**src/rtl/round_timer_ctrl.sv**
```systemverilog
// Round sequencer for rock-paper-scissors: shared 1 ms / 1 s enable ticks plus countdown -> reveal -> hold.
// Latency: outputs registered or decoded from state; start/abort act on the next clk edge.
// Backpressure: none; start while busy is dropped, abort always wins over start and ticks.
module round_timer_ctrl #(
  parameter int DIV_MS      = 50_000,
  parameter int MS_PER_SEC  = 1000,
  parameter int COUNT_START = 3,
  parameter int HOLD_SEC    = 2
) (
  input  logic       clk,
  input  logic       rst_n,
  input  logic       start,
  input  logic       abort,
  output logic       tick_1ms,
  output logic       tick_1s,
  output logic [3:0] count_val,
  output logic [1:0] phase,
  output logic       busy,
  output logic       reveal,
  output logic       done
);

  typedef enum logic [1:0] {
    IDLE   = 2'd0,
    COUNT  = 2'd1,
    REVEAL = 2'd2,
    HOLD   = 2'd3
  } phase_t;

  localparam int MS_W  = (DIV_MS > 2) ? $clog2(DIV_MS) : 1;
  localparam int SEC_W = (MS_PER_SEC > 2) ? $clog2(MS_PER_SEC) : 1;
  localparam logic [MS_W-1:0]  MS_LAST    = MS_W'(DIV_MS - 1);
  localparam logic [SEC_W-1:0] SEC_LAST   = SEC_W'(MS_PER_SEC - 1);
  localparam logic [3:0]       COUNT_INIT = 4'(COUNT_START);
  localparam logic [3:0]       HOLD_INIT  = 4'(HOLD_SEC);

  logic [MS_W-1:0]  ms_cnt;
  logic [SEC_W-1:0] sec_cnt;
  logic [3:0]       hold_cnt;
  logic             start_ok;
  phase_t           state;

  assign tick_1ms = (ms_cnt == MS_LAST);
  assign tick_1s  = tick_1ms & (sec_cnt == SEC_LAST);
  assign start_ok = start & ~abort & (state == IDLE);
  assign phase    = state;
  assign busy     = (state != IDLE);
  assign reveal   = (state == REVEAL);

  // Accepted start resyncs the prescaler so the first countdown second is exact.
  always_ff @(posedge clk or negedge rst_n) begin
    if (!rst_n) begin
      ms_cnt  <= '0;
      sec_cnt <= '0;
    end else if (start_ok) begin
      ms_cnt  <= '0;
      sec_cnt <= '0;
    end else if (tick_1ms) begin
      ms_cnt  <= '0;
      sec_cnt <= (sec_cnt == SEC_LAST) ? '0 : sec_cnt + SEC_W'(1);
    end else begin
      ms_cnt  <= ms_cnt + MS_W'(1);
    end
  end

  always_ff @(posedge clk or negedge rst_n) begin
    if (!rst_n) begin
      state     <= IDLE;
      count_val <= 4'd0;
      hold_cnt  <= 4'd0;
      done      <= 1'b0;
    end else begin
      done <= 1'b0;
      if (abort && state != IDLE) begin
        state     <= IDLE;
        count_val <= 4'd0;
        hold_cnt  <= 4'd0;
      end else begin
        case (state)
          IDLE: begin
            if (start_ok) begin
              state     <= COUNT;
              count_val <= COUNT_INIT;
            end
          end
          COUNT: begin
            if (tick_1s) begin
              if (count_val > 4'd1) begin
                count_val <= count_val - 4'd1;
              end else begin
                state     <= REVEAL;
                count_val <= 4'd0;
              end
            end
          end
          REVEAL: begin
            state    <= HOLD;
            hold_cnt <= HOLD_INIT;
          end
          HOLD: begin
            // Prescaler is not resynced here, so the first hold second runs one cycle short.
            if (tick_1s) begin
              if (hold_cnt > 4'd1) begin
                hold_cnt <= hold_cnt - 4'd1;
              end else begin
                state    <= IDLE;
                hold_cnt <= 4'd0;
                done     <= 1'b1;
              end
            end
          end
          default: state <= IDLE;
        endcase
      end
    end
  end

endmodule

```
**config.mk**
```make
export PLATFORM = sky130hd
export DESIGN_NAME = round_timer_ctrl
export DESIGN_NICKNAME = d
export VERILOG_FILES = /design/src/rtl/round_timer_ctrl.sv
export SDC_FILE = /design/constraint.sdc
export NUM_CORES = 1
export LEC_CHECK = 0
export ABC_AREA = 1
export BUFFER_PORTS_ARGS = -buffer_cell sky130_fd_sc_hd__buf_2
export CORE_MARGIN = 8
export CORE_UTILIZATION = 25
export DETAILED_ROUTE_END_ITERATION = 12
export SETUP_SLACK_MARGIN = 0.5
export SLEW_MARGIN = 20
export SYNTH_ARGS = -nofsm -noshare
export SYNTH_HDL_FRONTEND = slang
export SYNTH_SLANG_ARGS = --single-unit
```
**constraint.sdc**
```tcl
create_clock -name clk -period 3.6 [get_ports clk]
set_clock_uncertainty 0.05 [all_clocks]
set_input_delay 0 -clock clk [delete_from_list [all_inputs] [get_ports clk]]
set_output_delay 0 -clock clk [all_outputs]
set_load 0.03 [all_outputs]
```
Word-level counts from Yosys, hierarchy flattened
Cells that the tools add are included.
{"block": "totals", "register_bits": 37, "word_cells": 60}
{"block": "classes", "n_addsub": 4, "magnitude_cmp": 2, "n_eq_ne": 10, "muxes": 25, "n_bitwise": 4, "reduce_logical": 9}
{"op": "$mux 16", "n": 2}
{"op": "$mux 10", "n": 3}
{"op": "$mux 4", "n": 7}
{"op": "$add 16x1->16 const B", "n": 1}
{"op": "$eq 16x16->1 const B", "n": 1}
{"op": "$pmux 4 s2", "n": 2}
{"op": "$mux 2", "n": 6}
{"op": "$ne 3x3->1 const B", "n": 4}
{"op": "$add 10x1->10 const B", "n": 1}
{"op": "$eq 10x10->1 const B", "n": 1}
{"op": "$gt 4x1->1 const B", "n": 2}
{"op": "$pmux 2 s4", "n": 1}
{"op": "$sub 4x1->4 const B", "n": 2}
{"op": "$reduce_bool 3->1", "n": 2}
{"op": "$reduce_and 5->1", "n": 1}
{"op": "$eq 2x2->1 const B", "n": 2}
{"op": "$mux 1", "n": 4}
{"op": "$reduce_bool 2->1", "n": 2}
{"op": "$and 1x1->1", "n": 3}
{"op": "$ne 3x2->1 const B", "n": 1}
{"op": "$reduce_and 3->1", "n": 1}
{"op": "$eq 2x1->1 const B", "n": 1}
{"op": "$logic_not 2->1", "n": 1}
{"op": "$reduce_and 2->1", "n": 1}
{"op": "2 further kinds", "n": 2}

Logic depth before layout (Yosys ltp)
{"block": "logic_depth", "ltp_word": 6, "ltp_mapped": 11, "mapped_depth_nobuf": 10}

Least setup slack after synthesis
Ideal clock, no wire load.
{"block": "synth_path", "path_type": "reg-to-reg", "startpoint": "register state[0], in the netlist phase[0]", "endpoint": "register state[1], in the netlist phase[1]", "setup_time_ns": 0.118, "arrival_ns": 1.724, "setup_slack_ns": 1.707, "stages_incl_launch_ff": 11, "synth_period_minus_slack_ns": 1.893, "cell_sequence": "dfrtp_1 inv_1 ha_1 nor2_1 nor2_1 nand2_1 nand2_1 nor2_1 nand3_1 nand2_1 nand2_1"}
{"block": "synth_via", "elab_chain_len": 4, "elab_cells_between_ends": 15, "classes_between": "eq/ne: 8; mux: 2; bitwise: 1; reduce/logical: 4"}
{"element": "start, declared", "line_no": "41", "text": "phase_t state;"}
{"element": "start signal, assigned", "line_no": "68", "text": "state <= IDLE;"}
{"element": "start signal, assigned", "line_no": "75", "text": "state <= IDLE;"}
{"element": "start signal, assigned", "line_no": "82", "text": "state <= COUNT;"}
{"element": "$logic_not 2->1 or $reduce_bool 2->1 (tied branches)", "line_no": "45, 79, 74"}
{"element": "$and 1x1->1 or $logic_and 1x1->1 (tied branches)", "line_no": "45, 74"}
{"element": "$ne 3x2->1 (no source line) or $ne 3x3->1 (tied branches)"}
{"element": "$reduce_and 5->1 (no source line)"}
Several ways; a longest one is shown, not always the timed one.
A chain may end at the register's enable or synchronous reset.

Worst setup path after layout
{"block": "layout_path", "startpoint": "register state[0], in the netlist phase[0]", "endpoint": "register sec_cnt[3]"}
{"block": "layout_via", "elab_chain_len": 3, "elab_cells_between_ends": 4, "classes_between": "mux: 1; bitwise: 1; reduce/logical: 2"}
{"element": "$logic_not 2->1 *", "line_no": "45", "text": "assign start_ok = start & ~abort & (state == IDLE);"}
{"element": "$and 1x1->1 *", "line_no": "45"}
{"element": "$mux 10 or $reduce_bool 2->1 (tied branches)"}
{"element": "end signal, assigned", "line_no": "60", "text": "sec_cnt <= (sec_cnt == SEC_LAST) ? '0 : sec_cnt + SEC_W'(1);"}
{"element": "end, declared", "line_no": "38", "text": "logic [SEC_W-1:0] sec_cnt;"}
Mark *: on every way between the ends. The rest lies on a longest branch, timed or not.

==> impl_metrics.yaml <==
outcome:
  outcome: "finished clean"
finish:
  fin_nets: 335
  syn_to_final_growth_pct: 11.2
  post_layout_nonfiller_instances: 432
  multiInputGateArea_um2: 1140
  post_route_cells_drive_above_1_share: 0.112
  most-common-layout-cells: "sky130_fd_sc_hd__nand2_1, sky130_fd_sc_hd__inv_1, sky130_fd_sc_hd__nor2_1, sky130_fd_sc_hd__dfrtp_1"
  layout_commonest_cell: "sky130_fd_sc_hd__nand2_1"
  post-route-util: 0.280
  ff_latch_area_um2: 926
  fillCellCount: 968
  antenna-diode-count: 0
route:
  drt-wirelength-per-cell_um: 11.0
  totalWireLength_um: 4730
  via_count: 1911
  detail-route-antenna-nets: 0
  drt-vias-per-instance: 4.42
  count_of_tritonroute_iterations_in_the_first_routing_pass: 4
  detailedRoute.firstIterationViolations: 94
  drcViolationCount: 0
cts:
  post_cts.repair.setup_buffers: 0
  clkLatencyLatePin_ns: 0.29
  cts_buffers: 5
  cts_root_buffer: "sky130_fd_sc_hd__clkbuf_8"
  cts_repair_resize_count: 0
  clock_tree.htree_level_count: 2
  cts_tree: "built"
  clkTransAtPathRegs_ns: 0.07
  clk_path_buf_depth: 2
  cts.sinks: 37
worst_setup_path:
  worst_ep_arrival_time_ns: 2.14
  timing.critical_path.max_delay_family: "simple AND/OR/NAND/NOR gates"
  timing.critical_path.required_ns: 3.73
  worst_path_slowest_cell: "sky130_fd_sc_hd__dfrtp_1"
  crit_type: "reg -> reg"
  path_buf_inv: 2
  endpoint_kind: "flop"
  worst_path_largest_cell_delay_ns: 0.42
  crit_fanout: 20
  cp_cell_sequence: "inv_1 > ha_1 > nand3_1 > nand2_2 > inv_2 > o21ai_0 > nor2_1"
  critical_path.startpoint_type: "flop"
min_path:
  hp-class: "in -> reg"
sta:
  tightest_slew_ns: 0.815
  setup_violations: 0
  fin_hold_ws_ns: 0.197
  final.setup.tns_ns: 0
  final-hold-violation-count: 0
  final_slew_violations: 0
  timing.final.crit_share: 0.558
  post-route-min-period_ns: 2.01
  rsz0062_at_grt: "no"
  clock.fmax_ghz: 0.498
  slew-limit-headroom: 0.456
logic_synthesis:
  yosys_warnings: 0
  yosysSeqAreaShare: 0.406
  synthesized_netlist_cell_count: 301
  synth-seq-cells: 37
  syn_area_um2: 2280
  synth.avg_cell_area_um2: 7.58
  post_synthesis_net_count: 316
  synth.lib_cells_used.distinct: 25
die:
  design.core.area_um2: 9060
  top_level_ports: 15
  initial_utilization: 0.252
  std_cell_rows: 35
  floorplan.die.width_um: 112
  design.die.area_um2: 12400
  die-height_um: 112
run:
  cap_viol_max_count: 0
power:
  power_density_nw_per_um2: 591
  leakage_nw: 1.26
  ir_drop_v: 0.000204
global_routing:
  globalRouteMet2Util: 0.139
  grt_usage: 0.0808
  grt_pass1_wl_um: 8570
  globalRouteMet1Util: 0.0959
  grt_remaining_overflow: 0
  first_global_vias: 1936
  grt_antenna_before_repair: 0
  grt_start_max_net_pins: 38
  grt.busiest_layer: "met2"
  met3_usage: 0.0195
placement:
  dp.final_hpwl_um: 3590
  placement.io_buffers: 14
  place_congestion: 0.838
  numPlacedInstances: 423
[area by class of cell]
| cell class | instances | area share |
|---|---|---|
| repair buffers | 15 | 0.0315 |
| inverters | 46 | 0.0680 |
| clock buffers | 8 | 0.0315 |
| flip-flops and latches | 37 | 0.365 |
| well taps | 111 | 0.0547 |
| multi-input cells | 215 | 0.449 |
[path summary, 6_finish.rpt]
check | end | from | slack [ns] | depth (start not counted)
min in group asynchronous | sec_cnt[5] | rst_n | 0.29 | 2
min reg2reg | ms_cnt[0] | ms_cnt[0] | 0.41 | 1
max | sec_cnt[3] | phase[0] | 1.59 | 7
max reg2reg | sec_cnt[3] | phase[0] | 1.59 | 7
min | sec_cnt[6] | start | 0.20 | 4
max in group asynchronous | hold_cnt[0] | rst_n | 2.69 | 2
[kinds of logic (layout without fill, tap and decap cells)]
| group | Yosys count | after routing | synth area share |
|---|---|---|---|
| AND/OR/NAND/NOR | 152 | 152 | 0.306 |
| buffers and inverters | 49 | 69 | 0.0943 |
| AO/OA/AOI/OAI | 42 | 42 | 0.0948 |
| flip-flops | 37 | 37 | 0.406 |
| adder cells (fa/ha/maj) | 11 | 11 | 0.0603 |
| XOR/XNOR | 10 | 10 | 0.0384 |
[per-stage QoR]
step	setup WS (ns)	power, mW	area [um2]
final	1.59	1.50	2540
after global placement	1.70	1.22	2450
after detailed placement	1.59	1.23	2450
after floorplan	1.71	1.08	2280
after global routing	1.41	1.64	2540
after CTS	1.58	1.52	2540
[routing by layer]
layer | part of all wire | wire [um]
met3 | 0.028 | 131
met5 | 0 | 0
met1 | 0.49 | 2300
met4 | 0.0070 | 33
met2 | 0.48 | 2260
[flip-flops by register name, indices dropped and copies added, names as in the netlist]
| name | cells |
|---|---|
| done | 1 |
| sec_cnt | 10 |
| hold_cnt | 4 |
| phase | 2 |
| count_val | 4 |
| ms_cnt | 16 |
[repair_timing]
item | 4_1_cts | 5_1_grt
endpoints found under the setup margin | 0 | 0
hold buffers | 1 | 0
endpoints found under the hold margin | 37 | 0
[cell usage after synthesis]
master	n	area [um2]
sky130_fd_sc_hd__xnor2_1	2	17.5
sky130_fd_sc_hd__inv_1	44	165
sky130_fd_sc_hd__nor3_2	3	30.0
sky130_fd_sc_hd__nand2_1	60	225
sky130_fd_sc_hd__ha_1	11	138
sky130_fd_sc_hd__nand4_1	16	100
sky130_fd_sc_hd__dfrtp_1	37	926
sky130_fd_sc_hd__buf_6	2	22.5
sky130_fd_sc_hd__nand2_2	3	18.8
sky130_fd_sc_hd__o21a_1	1	7.51
sky130_fd_sc_hd__nand3_1	16	80.1
sky130_fd_sc_hd__nor2b_1	1	6.26
sky130_fd_sc_hd__nor2_2	6	37.5
sky130_fd_sc_hd__a31oi_1	3	18.8
sky130_fd_sc_hd__nor2_4	1	11.3
sky130_fd_sc_hd__inv_2	2	7.51
sky130_fd_sc_hd__nand3_2	2	20.0
sky130_fd_sc_hd__o21ai_1	4	20.0
sky130_fd_sc_hd__nor3_1	2	10.0
sky130_fd_sc_hd__nor2_1	41	154
sky130_fd_sc_hd__xor2_1	8	70.1
sky130_fd_sc_hd__a21oi_1	17	85.1
sky130_fd_sc_hd__nor4_1	1	6.26
sky130_fd_sc_hd__o21ai_0	17	85.1
sky130_fd_sc_hd__buf_12	1	20.0
[report_power, final]
part           leakage, nW  internal (mW)  switching (mW)
combinational        0.718          0.214           0.442
clock               0.0395          0.138           0.141
sequential           0.500          0.490          0.0765
total                 1.26          0.842           0.659
[worst reg2reg max path: stages (launching register included)]
cell	delay (ns)
sky130_fd_sc_hd__dfrtp_1	0.42
sky130_fd_sc_hd__inv_1	0.15
sky130_fd_sc_hd__ha_1	0.21
sky130_fd_sc_hd__nand3_1	0.22
sky130_fd_sc_hd__nand2_2	0.40
sky130_fd_sc_hd__inv_2	0.17
sky130_fd_sc_hd__o21ai_0	0.21
sky130_fd_sc_hd__nor2_1	0.06
Power figures use the tool's default switching activity.
